`src/rtl/mem_port_arbiter_pkg.sv`:
```
// Shared types and constants for the memory port arbiter slice.
// Build option ARB_RR_EN selects round-robin arbitration (default: fixed priority).
package mem_port_arbiter_pkg;

    localparam int WORD_WIDTH    = 8;
    localparam int ADDR_WIDTH    = 5;
    localparam int NUM_MEM_PORTS = 2;
    localparam int PORT_FETCH    = 0;
    localparam int PORT_DATA     = 1;

    typedef enum logic [0:0] {
        ST_IDLE = 1'b0,
        ST_RESP = 1'b1
    } arb_state_t;

    function automatic logic [1:0] port_onehot(input logic port);
        return port ? 2'b10 : 2'b01;
    endfunction

endpackage

```
`src/rtl/mem_port_arbiter_if.sv`:
```
// Requester-side bus of the memory port arbiter: two request ports sharing one response path.
interface mem_port_arbiter_if
    import mem_port_arbiter_pkg::*;
#(
    parameter int AW = ADDR_WIDTH,
    parameter int WW = WORD_WIDTH
);
    logic [1:0]         req;
    logic [1:0]         we;
    logic [1:0][AW-1:0] addr;
    logic [1:0][WW-1:0] wdata;
    logic [1:0]         gnt;
    logic [1:0]         rvalid;
    logic [WW-1:0]      rdata;
    logic [1:0]         err;

    modport master (output req, we, addr, wdata, input gnt, rvalid, rdata, err);
    modport slave  (input req, we, addr, wdata, output gnt, rvalid, rdata, err);
endinterface

```
`src/rtl/mem_port_arbiter_pick2.sv`:
```
// Winner select for two requesters; ARB_RR_EN picks round-robin, otherwise port 1 has priority.
module arb_pick2 (
    input  logic [1:0] req,
    input  logic       last,
    output logic [1:0] win
);

`ifdef ARB_RR_EN
    // Round-robin: on contention favour the port that did not win last time.
    always_comb begin
        win = 2'b00;
        case (req)
            2'b01:   win = 2'b01;
            2'b10:   win = 2'b10;
            2'b11:   win = last ? 2'b01 : 2'b10;
            default: win = 2'b00;
        endcase
    end
`else
    logic unused_last_s;
    assign unused_last_s = last;

    // Fixed priority: data port beats fetch port.
    always_comb begin
        win = 2'b00;
        case (req)
            2'b01:   win = 2'b01;
            2'b10:   win = 2'b10;
            2'b11:   win = 2'b10;
            default: win = 2'b00;
        endcase
    end
`endif

endmodule

```
`src/rtl/mem_port_arbiter.sv`:
```
// Two-port arbiter in front of a single-port word memory; one access in flight, 1-cycle read latency.
// Build option ARB_RR_EN enables round-robin arbitration and the last-grant register.
module mem_port_arbiter
    import mem_port_arbiter_pkg::*;
#(
    parameter int AW        = ADDR_WIDTH,
    parameter int WW        = WORD_WIDTH,
    parameter int MEM_DEPTH = 20
) (
    input  logic                clk,
    input  logic                reset,
    mem_port_arbiter_if.slave   bus,
    output logic                mem_en,
    output logic                mem_we,
    output logic [AW-1:0]       mem_addr,
    output logic [WW-1:0]       mem_wdata,
    input  logic [WW-1:0]       mem_rdata
);

    localparam logic [AW:0] DEPTH_W = (AW+1)'(MEM_DEPTH);

    arb_state_t    state_r, state_nxt_s;
    logic          owner_r, owner_nxt_s;
    logic          pend_err_r, pend_err_nxt_s;
    logic          last_s;
    logic [1:0]    win_s;
    logic          win_port_s;
    logic          in_range_s;
    logic          grant_s;
    logic [1:0]    gnt_s, rvalid_s, err_s;
    logic [WW-1:0] rdata_s;
    logic          mem_en_s, mem_we_s;
    logic [AW-1:0] mem_addr_s;
    logic [WW-1:0] mem_wdata_s;

    arb_pick2 u_pick (
        .req  (bus.req),
        .last (last_s),
        .win  (win_s)
    );

    assign win_port_s = win_s[1];
    assign in_range_s = ({1'b0, bus.addr[win_port_s]} < DEPTH_W);

`ifdef ARB_RR_EN
    logic last_r;
    assign last_s = last_r;

    // Remember the most recent grant, out-of-range grants included.
    always_ff @(posedge clk or negedge reset) begin
        if (!reset) begin
            last_r <= 1'b0;
        end else if (grant_s) begin
            last_r <= win_port_s;
        end else begin
            last_r <= last_r;
        end
    end
`else
    assign last_s = 1'b0;
`endif

    // Next state, grant and memory strobes; everything forced low while reset is held.
    always_comb begin
        state_nxt_s    = state_r;
        owner_nxt_s    = owner_r;
        pend_err_nxt_s = pend_err_r;
        grant_s        = 1'b0;
        gnt_s          = 2'b00;
        rvalid_s       = 2'b00;
        err_s          = 2'b00;
        rdata_s        = '0;
        mem_en_s       = 1'b0;
        mem_we_s       = 1'b0;
        mem_addr_s     = '0;
        mem_wdata_s    = '0;
        case (state_r)
            ST_IDLE: begin
                if (win_s != 2'b00) begin
                    grant_s = 1'b1;
                    gnt_s   = win_s;
                    if (in_range_s) begin
                        mem_en_s    = 1'b1;
                        mem_we_s    = bus.we[win_port_s];
                        mem_addr_s  = bus.addr[win_port_s];
                        mem_wdata_s = bus.wdata[win_port_s];
                    end else if (bus.we[win_port_s]) begin
                        err_s = win_s;
                    end else begin
                        err_s = 2'b00;
                    end
                    // Reads hold the bus for the response cycle; writes complete at grant.
                    if (!bus.we[win_port_s]) begin
                        state_nxt_s    = ST_RESP;
                        owner_nxt_s    = win_port_s;
                        pend_err_nxt_s = !in_range_s;
                    end else begin
                        state_nxt_s    = ST_IDLE;
                    end
                end else begin
                    state_nxt_s = ST_IDLE;
                end
            end
            ST_RESP: begin
                state_nxt_s = ST_IDLE;
                rvalid_s    = port_onehot(owner_r);
                if (pend_err_r) begin
                    err_s   = port_onehot(owner_r);
                    rdata_s = '0;
                end else begin
                    rdata_s = mem_rdata;
                end
            end
            default: begin
                state_nxt_s = ST_IDLE;
            end
        endcase
        if (!reset) begin
            grant_s     = 1'b0;
            gnt_s       = 2'b00;
            rvalid_s    = 2'b00;
            err_s       = 2'b00;
            rdata_s     = '0;
            mem_en_s    = 1'b0;
            mem_we_s    = 1'b0;
            mem_addr_s  = '0;
            mem_wdata_s = '0;
        end else begin
            grant_s     = grant_s;
        end
    end

    // FSM state, response owner and pending out-of-range flag.
    always_ff @(posedge clk or negedge reset) begin
        if (!reset) begin
            state_r    <= ST_IDLE;
            owner_r    <= 1'b0;
            pend_err_r <= 1'b0;
        end else begin
            state_r    <= state_nxt_s;
            owner_r    <= owner_nxt_s;
            pend_err_r <= pend_err_nxt_s;
        end
    end

    assign bus.gnt    = gnt_s;
    assign bus.rvalid = rvalid_s;
    assign bus.err    = err_s;
    assign bus.rdata  = rdata_s;
    assign mem_en     = mem_en_s;
    assign mem_we     = mem_we_s;
    assign mem_addr   = mem_addr_s;
    assign mem_wdata  = mem_wdata_s;

endmodule

```
`src/flat_wrapper.sv`:
```
// flat-port wrapper written by rule: the top's interface ports become plain ports
module mem_port_arbiter_flat import mem_port_arbiter_pkg::*;
#(
    parameter int AW        = ADDR_WIDTH,
    parameter int WW        = WORD_WIDTH,
    parameter int MEM_DEPTH = 20
)
  (clk, reset, mem_en, mem_we, mem_addr, mem_wdata, mem_rdata, bus_req, bus_we, bus_addr, bus_wdata, bus_gnt, bus_rvalid, bus_rdata, bus_err);
  mem_port_arbiter_if #(.AW(AW), .WW(WW)) bus_i ();
  input  logic clk;
  input  logic reset;
  output logic mem_en;
  output logic mem_we;
  output logic [AW-1:0] mem_addr;
  output logic [WW-1:0] mem_wdata;
  input  logic [WW-1:0] mem_rdata;
  input wire logic [$bits(bus_i.req)-1:0] bus_req;
  input wire logic [$bits(bus_i.we)-1:0] bus_we;
  input wire logic [$bits(bus_i.addr)-1:0] bus_addr;
  input wire logic [$bits(bus_i.wdata)-1:0] bus_wdata;
  output wire logic [$bits(bus_i.gnt)-1:0] bus_gnt;
  output wire logic [$bits(bus_i.rvalid)-1:0] bus_rvalid;
  output wire logic [$bits(bus_i.rdata)-1:0] bus_rdata;
  output wire logic [$bits(bus_i.err)-1:0] bus_err;
  assign bus_i.req = bus_req;
  assign bus_i.we = bus_we;
  assign bus_i.addr = bus_addr;
  assign bus_i.wdata = bus_wdata;
  assign bus_gnt = bus_i.gnt;
  assign bus_rvalid = bus_i.rvalid;
  assign bus_rdata = bus_i.rdata;
  assign bus_err = bus_i.err;
  mem_port_arbiter #(.AW(AW), .WW(WW), .MEM_DEPTH(MEM_DEPTH)) u_core (.clk(clk), .reset(reset), .bus(bus_i), .mem_en(mem_en), .mem_we(mem_we), .mem_addr(mem_addr), .mem_wdata(mem_wdata), .mem_rdata(mem_rdata));
endmodule
```
`config.mk`:
```
export PLATFORM = sky130hd
export DESIGN_NAME = mem_port_arbiter_flat
export DESIGN_NICKNAME = d
export VERILOG_FILES = /design/src/rtl/mem_port_arbiter_pkg.sv /design/src/rtl/mem_port_arbiter_if.sv /design/src/rtl/mem_port_arbiter_pick2.sv /design/src/rtl/mem_port_arbiter.sv /design/src/flat_wrapper.sv
export SDC_FILE = /design/constraint.sdc
export NUM_CORES = 1
export LEC_CHECK = 0
export BUFFER_PORTS_ARGS = -buffer_cell sky130_fd_sc_hd__buf_2
export CORE_UTILIZATION = 31
export CTS_CLUSTER_SIZE = 10
export DETAILED_ROUTE_END_ITERATION = 12
export GPL_TIMING_DRIVEN = 0
export HOLD_SLACK_MARGIN = 0.08
export PLACE_DENSITY = 0.78
export SLEW_MARGIN = 20
export SYNTH_ARGS = -nofsm -noshare
export SYNTH_HDL_FRONTEND = slang
export SYNTH_SLANG_ARGS = --single-unit
export TNS_END_PERCENT = 100
```
`constraint.sdc`:
```
create_clock -name clk -period 1.75 [get_ports clk]
set_input_delay 0.2625 -clock clk [delete_from_list [all_inputs] [get_ports clk]]
set_output_delay 0.2625 -clock clk [all_outputs]
set_load 0.01 [all_outputs]
```
==> results.sh, run 1 <==
export IMPL_cellLeakagePower_nw=0.599
export IMPL_start_util=0.342
export IMPL_drtIter0Drc=7
export IMPL_power_internal_mw=0.275
export IMPL_dp_cells=158
export IMPL_htreeDepth=1
export IMPL_fin_tns_setup_ps=0
export IMPL_cts_tree="yes"
export IMPL_core_sq_mm=0.00154
export IMPL_power_density_mw_per_mm2=433
export IMPL_met1_length_um=677
export IMPL_r2r_end="u_core.pend_err_r"
export IMPL_fp_dieH_um=43.2
export IMPL_cp_arrival_ps=1450
export IMPL_critical_path_class="flip-flop to primary output"
export IMPL_syn_nets=114
export IMPL_syn_to_final_growth_pct=87.2
export IMPL_wl_met2_um=991
export IMPL_power_mw=0.427
export IMPL_fin_crit_sh=0.979
export IMPL_drc=0
export IMPL_clk_pin_slew_worst_paths_ps=40
export IMPL_ant_nets=0
export IMPL_hold_end="u_core.state_r"
export IMPL_final_cells=167
export IMPL_grt_overflow=0
export IMPL_ys_seq_area_frac=0.143
export IMPL_cpPeakStageDelay_ps=450
export IMPL_outcome="completed"
export IMPL_drive_gt1_frac=0.556
export IMPL_r2r_start="u_core.state_r"
export IMPL_drv_slew=0
export IMPL_clockBufferDepth=2
export IMPL_wl_um=1870
export IMPL_ys_warn_count=0
export IMPL_pin_count=69
export IMPL_hold_viol_final=0
export IMPL_avgSynthCellArea_sq_um=7.12
export IMPL_endpoint_kind="primary output"
export IMPL_power_switching_mw=0.153
export IMPL_holdCritPathClass="primary input to flip-flop"
export IMPL_route_met3_wl_um=181
export IMPL_grt_max_degree=11
export IMPL_die_x_um=43.2
export IMPL_grt_pass1_vias=729
export IMPL_worst_pin_slew_ps=359
export IMPL_cp_required_ps=1490
export IMPL_worstHoldPathCells=2
export IMPL_power_share_switching=0.357
export IMPL_n_antenna_cell=0
export IMPL_r2r_slack_ps=220
export IMPL_crit_path_start_kind="flip-flop"
export IMPL_finClkSkew_ps=1.87
export IMPL_synthesis_area_sq_um=527
export IMPL_post_drt_via_cell_ratio=5.13
export IMPL_rr_worst_depth=4
export IMPL_min_from="bus_req[1]"
export IMPL_syn_inst=74
export IMPL_setup_violations_final=0
export IMPL_slew_headroom=0.760
export IMPL_nets=192
export IMPL_grt_pass1_wl_um=2640
export IMPL_gr_usage_all_layers=0.183
export IMPL_crit_fanout=6
export IMPL_clock_fmax_mhz=584
export IMPL_clockPowerShare=0.290
export IMPL_place_port_buffers=68
export IMPL_grt_antenna_before_repair=0
export IMPL_cts_root_buf="clkbuf_4"
export IMPL_crit_top_cell="buf_2"
export IMPL_dp_hpwl_um=1430
export IMPL_power_frac_comb=0.491
export IMPL_gp_congestion=0.783
export IMPL_ys_seq_elements=3
export IMPL_crit_slowest_cell="dfrtp_2"
export IMPL_die_area_sq_mm=0.00187
export IMPL_fin_crit_ps=1710
export IMPL_clk_latency_ps=230
export IMPL_num_rows=14
export IMPL_ys_types=25
export IMPL_dr_max_layer_used="met4"
export IMPL_post_route_util=0.640
export IMPL_cts_buffers=3
export IMPL_drv_cap=0
export IMPL_cts_sinks=3
export IMPL_dr_total_vias=856
export IMPL_vdd_drop_max_uv=237
export IMPL_path_cells="nor2b_4 > o2111ai_4 > buf_2 > nor2_1 > buf_2"
export IMPL_drt_first_pass_iters=4
export IMPL_wl_per_cell_um=11.2
export IMPL_p_seq_frac=0.219
[worst max-delay path: cells and delay by family, from the launching register on]
kind,cells,cell delay (ps)
buffers and inverters,2,340
and+or+nand+nor,2,260
DFF,1,450
AOI/OAI and AO/OA,1,170
[what timing repair did]
action                                  4_1_cts  5_1_grt
resized for setup                             5        3
endpoints found under the setup margin       10       16
endpoints found under the hold margin         3        0
setup buffers                                 2        1
pin swaps                                     0        1
hold buffers                                  1        0
gates cloned                                  0        1
[metrics by stage]
stage | hold WS, ps | cell area, sq um | setup slack (ps)
after floorplan | -33.1 | 527 | 320
after global placement | 77.8 | 887 | 119
after detailed placement | 81.0 | 887 | 86.9
after CTS | 305 | 956 | 26.2
after global routing | 325 | 986 | -25.2
final | 309 | 986 | 36.4
[power by group through the flow]
stage                     Sequential, mW  Combinational [mW]  Clock, mW
after CTS                         0.0914               0.199      0.127
final                             0.0935               0.210      0.124
after floorplan                   0.0891              0.0966          0
after global placement            0.0920               0.180          0
after global routing              0.0946               0.228      0.131
after detailed placement          0.0926               0.185          0
[layout make-up]
cell class,count,area (sq um)
clock buffer,4,26.3
tap,16,20.0
inverter,2,7.51
multi-input combinational,66,454
sequential,3,76.3
buffer,3,23.8
fill,152,556
timing repair buffer,73,378
[placed cells by master, fill, tap and decap left out, drive strengths merged, types with 2 or more instances in the layout]
| master | Yosys | final |
|---|---|---|
| buf | 3 | 75 |
| nor2 | 19 | 19 |
| mux2i | 11 | 11 |
| and2 | 9 | 9 |
| clkbuf | 0 | 4 |
| nand2 | 3 | 3 |
| a31oi | 3 | 3 |
| o21ai | 3 | 3 |
| dfrtp | 3 | 3 |
| nand2b | 2 | 2 |
| inv | 2 | 2 |
| nor3b | 2 | 2 |
| or3b | 2 | 2 |
[Yosys cell counts]
cell       count  area (sq um)
dfrtp_1        3          75.1
buf_4          1          7.51
a31oi_1        3          18.8
a21boi_1       1          7.51
o2111ai_1      1          8.76
o211ai_1       1          7.51
nor2_1        19          71.3
nor3b_1        2          15.0
mux2i_1       11           110
o31ai_2        1          12.5
nand2_1        3          11.3
o21ai_0        3          15.0
a32o_1         1          10.0
and3b_1        1          8.76
and2_1         9          56.3
nor2b_1        1          6.26
and3_1         1          6.26
nand3_1        1          5.00
inv_1          2          7.51
mux2_1         1          11.3
or3b_1         2          17.5
or2_2          1          6.26
nand2b_1       2          12.5
nor4b_1        1          8.76
buf_2          2          10.0
[registers in the layout, summed over array words and instances (netlist names)]
name	cells
u_core.owner_r	1
u_core.pend_err_r	1
u_core.state_r	1
[layer usage]
layer	track usage	up-vias
li1	-	420
met1	0.165	377
met2	0.373	57
met3	0.0298	2
met4	0.0909	0
met5	0	-
[cell families after synthesis]
logic type	after synthesis	synth area share
AOI/OAI and AO/OA	11	0.152
buffers and inverters	5	0.0475
and+or+nand+nor	43	0.428
DFF	3	0.143
muxes	12	0.230
[worst max-delay path by stage]
stage | startpoint | cells past startpoint | end
6_report | u_core.state_r | 5 | mem_wdata[5]
4_1_cts | u_core.state_r | 5 | mem_wdata[5]
2_1_floorplan | u_core.state_r | 4 | mem_addr[0]
3_3_place_gp | u_core.state_r | 5 | mem_wdata[1]
5_1_grt | u_core.state_r | 5 | mem_wdata[2]
3_5_place_dp | u_core.state_r | 5 | mem_wdata[5]
Note: power is estimated with default switching activity, not from simulation.
==> run 2, diff against run 1 <==
Settings changed: PLACE_DENSITY 0.78 to 0.83.
==> results.sh, run 2 (synthesis results as in run 1) <==
export IMPL_outcome="completed"
export IMPL_fin_crit_sh=0.977
export IMPL_multi_input_area_sq_um=444
export IMPL_layout_commonest_cell="buf_2"
export IMPL_wl_per_cell_um=11.0
export IMPL_fillCellCount=140
export IMPL_n_antenna_cell=0
export IMPL_drv_cap=0
export IMPL_worst_pin_slew_ps=283
export IMPL_clk_latency_ps=230
export IMPL_critical_path_class="flip-flop to primary output"
export IMPL_pin_count=69
export IMPL_fin_crit_ps=1710
export IMPL_ant_nets=0
export IMPL_cp_arrival_ps=1450
export IMPL_fp_dieH_um=43.2
export IMPL_dr_total_vias=838
export IMPL_die_x_um=43.2
export IMPL_cellLeakagePower_nw=0.600
export IMPL_finClkSkew_ps=1.63
export IMPL_syn_to_final_growth_pct=86.9
export IMPL_grt_max_degree=11
export IMPL_grt_overflow=0
export IMPL_drt_first_pass_iters=4
export IMPL_reg_top3="u_core.owner_r: 1 flops, u_core.pend_err_r: 1 flops, u_core.state_r: 1 flops"
export IMPL_drc=0
export IMPL_gp_congestion=0.735
export IMPL_num_rows=14
export IMPL_die_area_sq_mm=0.00187
export IMPL_drive_gt1_frac=0.563
export IMPL_cts_sinks=3
export IMPL_cts_root_buf="clkbuf_4"
export IMPL_cp_required_ps=1490
export IMPL_drtIter0Drc=4
export IMPL_clock_fmax_mhz=585
export IMPL_cts_buffers=3
export IMPL_clockBufferDepth=2
export IMPL_post_place_ws_ps=57.2
export IMPL_htreeDepth=1
export IMPL_setup_violations_final=0
export IMPL_dp_hpwl_um=1460
export IMPL_start_util=0.342
export IMPL_holdCritPathClass="primary input to flip-flop"
export IMPL_post_route_util=0.639
export IMPL_min_from="bus_req[1]"
export IMPL_grt_pass1_wl_um=2770
export IMPL_endpoint_kind="primary output"
export IMPL_post_drt_via_cell_ratio=5.02
export IMPL_drv_slew=0
export IMPL_nets=192
export IMPL_stdcell_area_sq_um=985
export IMPL_cts_tree="yes"
export IMPL_wl_um=1840
export IMPL_layout_common_cells="buf_2 (70), nor2_1 (18), mux2i_1 (11)"
export IMPL_placed_area_sq_um=887
export IMPL_setup_slack_ps=40.3
export IMPL_slew_headroom=0.808
export IMPL_clk_pin_slew_worst_paths_ps=30
export IMPL_hold_viol_final=0
export IMPL_core_sq_mm=0.00154
export IMPL_grt_pass1_vias=786
export IMPL_crit_path_start_kind="flip-flop"
export IMPL_vdd_drop_max_uv=206
export IMPL_power_density_mw_per_mm2=431
export IMPL_regArea_sq_um=76.3
export IMPL_rsz0062_at_grt="yes"
export IMPL_crit_fanout=3
export IMPL_r2r_start="u_core.state_r"
export IMPL_power_mw=0.424
export IMPL_grt_antenna_before_repair=0
export IMPL_place_port_buffers=68
export IMPL_cp_startpoint="u_core.state_r"
export IMPL_gr_usage_all_layers=0.195
## run 2: cell counts in the layout (fill, tap and decap cells not counted)
No cell type changed its count.
## run 2: cell type report
type                            count  area share
Multi-Input combinational cell     66       0.451
Inverter                            2     0.00762
Buffer                              3      0.0203
Tap cell                           16      0.0203
Sequential cell                     3      0.0775
Clock buffer                        4      0.0267
Timing Repair Buffer               73       0.396
## run 2: final timing paths
check	end	slack, ps	depth (start not counted)
worst min register to register	u_core.pend_err_r	570	1
worst min-delay path	u_core.state_r	310	2
min in group asynchronous	u_core.pend_err_r	420	2
max in group asynchronous	u_core.state_r	1160	2
worst max register to register	u_core.pend_err_r	230	4
worst max-delay path	bus_err[0]	40	5
## run 2: metrics by stage
stage | cells | TNS (ps) | hold WS [ps]
after global placement | 158 | 0 | 78.1
after global routing | 167 | -23.1 | 321
after detailed placement | 158 | 0 | 79.7
after floorplan | 74 | 0 | -33.1
after CTS | 167 | 0 | 301
final | 167 | 0 | 312
## run 2: per-layer routing
layer / up-vias / global-route usage / share of wire
li1: 415 / - / -
met3: 2 / 0.0128 / 0.12
met2: 63 / 0.406 / 0.55
met4: 0 / 0.127 / 0.0092
met5: - / 0 / 0
met1: 358 / 0.167 / 0.32
## run 2: where the power goes
| group | switching [mW] | internal [mW] |
|---|---|---|
| Combinational | 0.0988 | 0.112 |
| Sequential | 0.0133 | 0.0798 |
| Clock | 0.0352 | 0.0854 |
## run 2: what timing repair did
action / in CTS / in global routing
buffers inserted: 3 / 0
endpoints found under the setup margin: 11 / 10
endpoints found under the hold margin: 3 / 0
pin swaps: 0 / 2
cloned: 1 / 0
hold buffers: 1 / 0
resized for setup: 5 / 3
## run 2: critical path, stage by stage, from the launching register on
cell,delay [ps]
dfrtp_2,420
nor2b_4,60
buf_4,140
and3b_2,210
a32o_1,260
buf_2,140
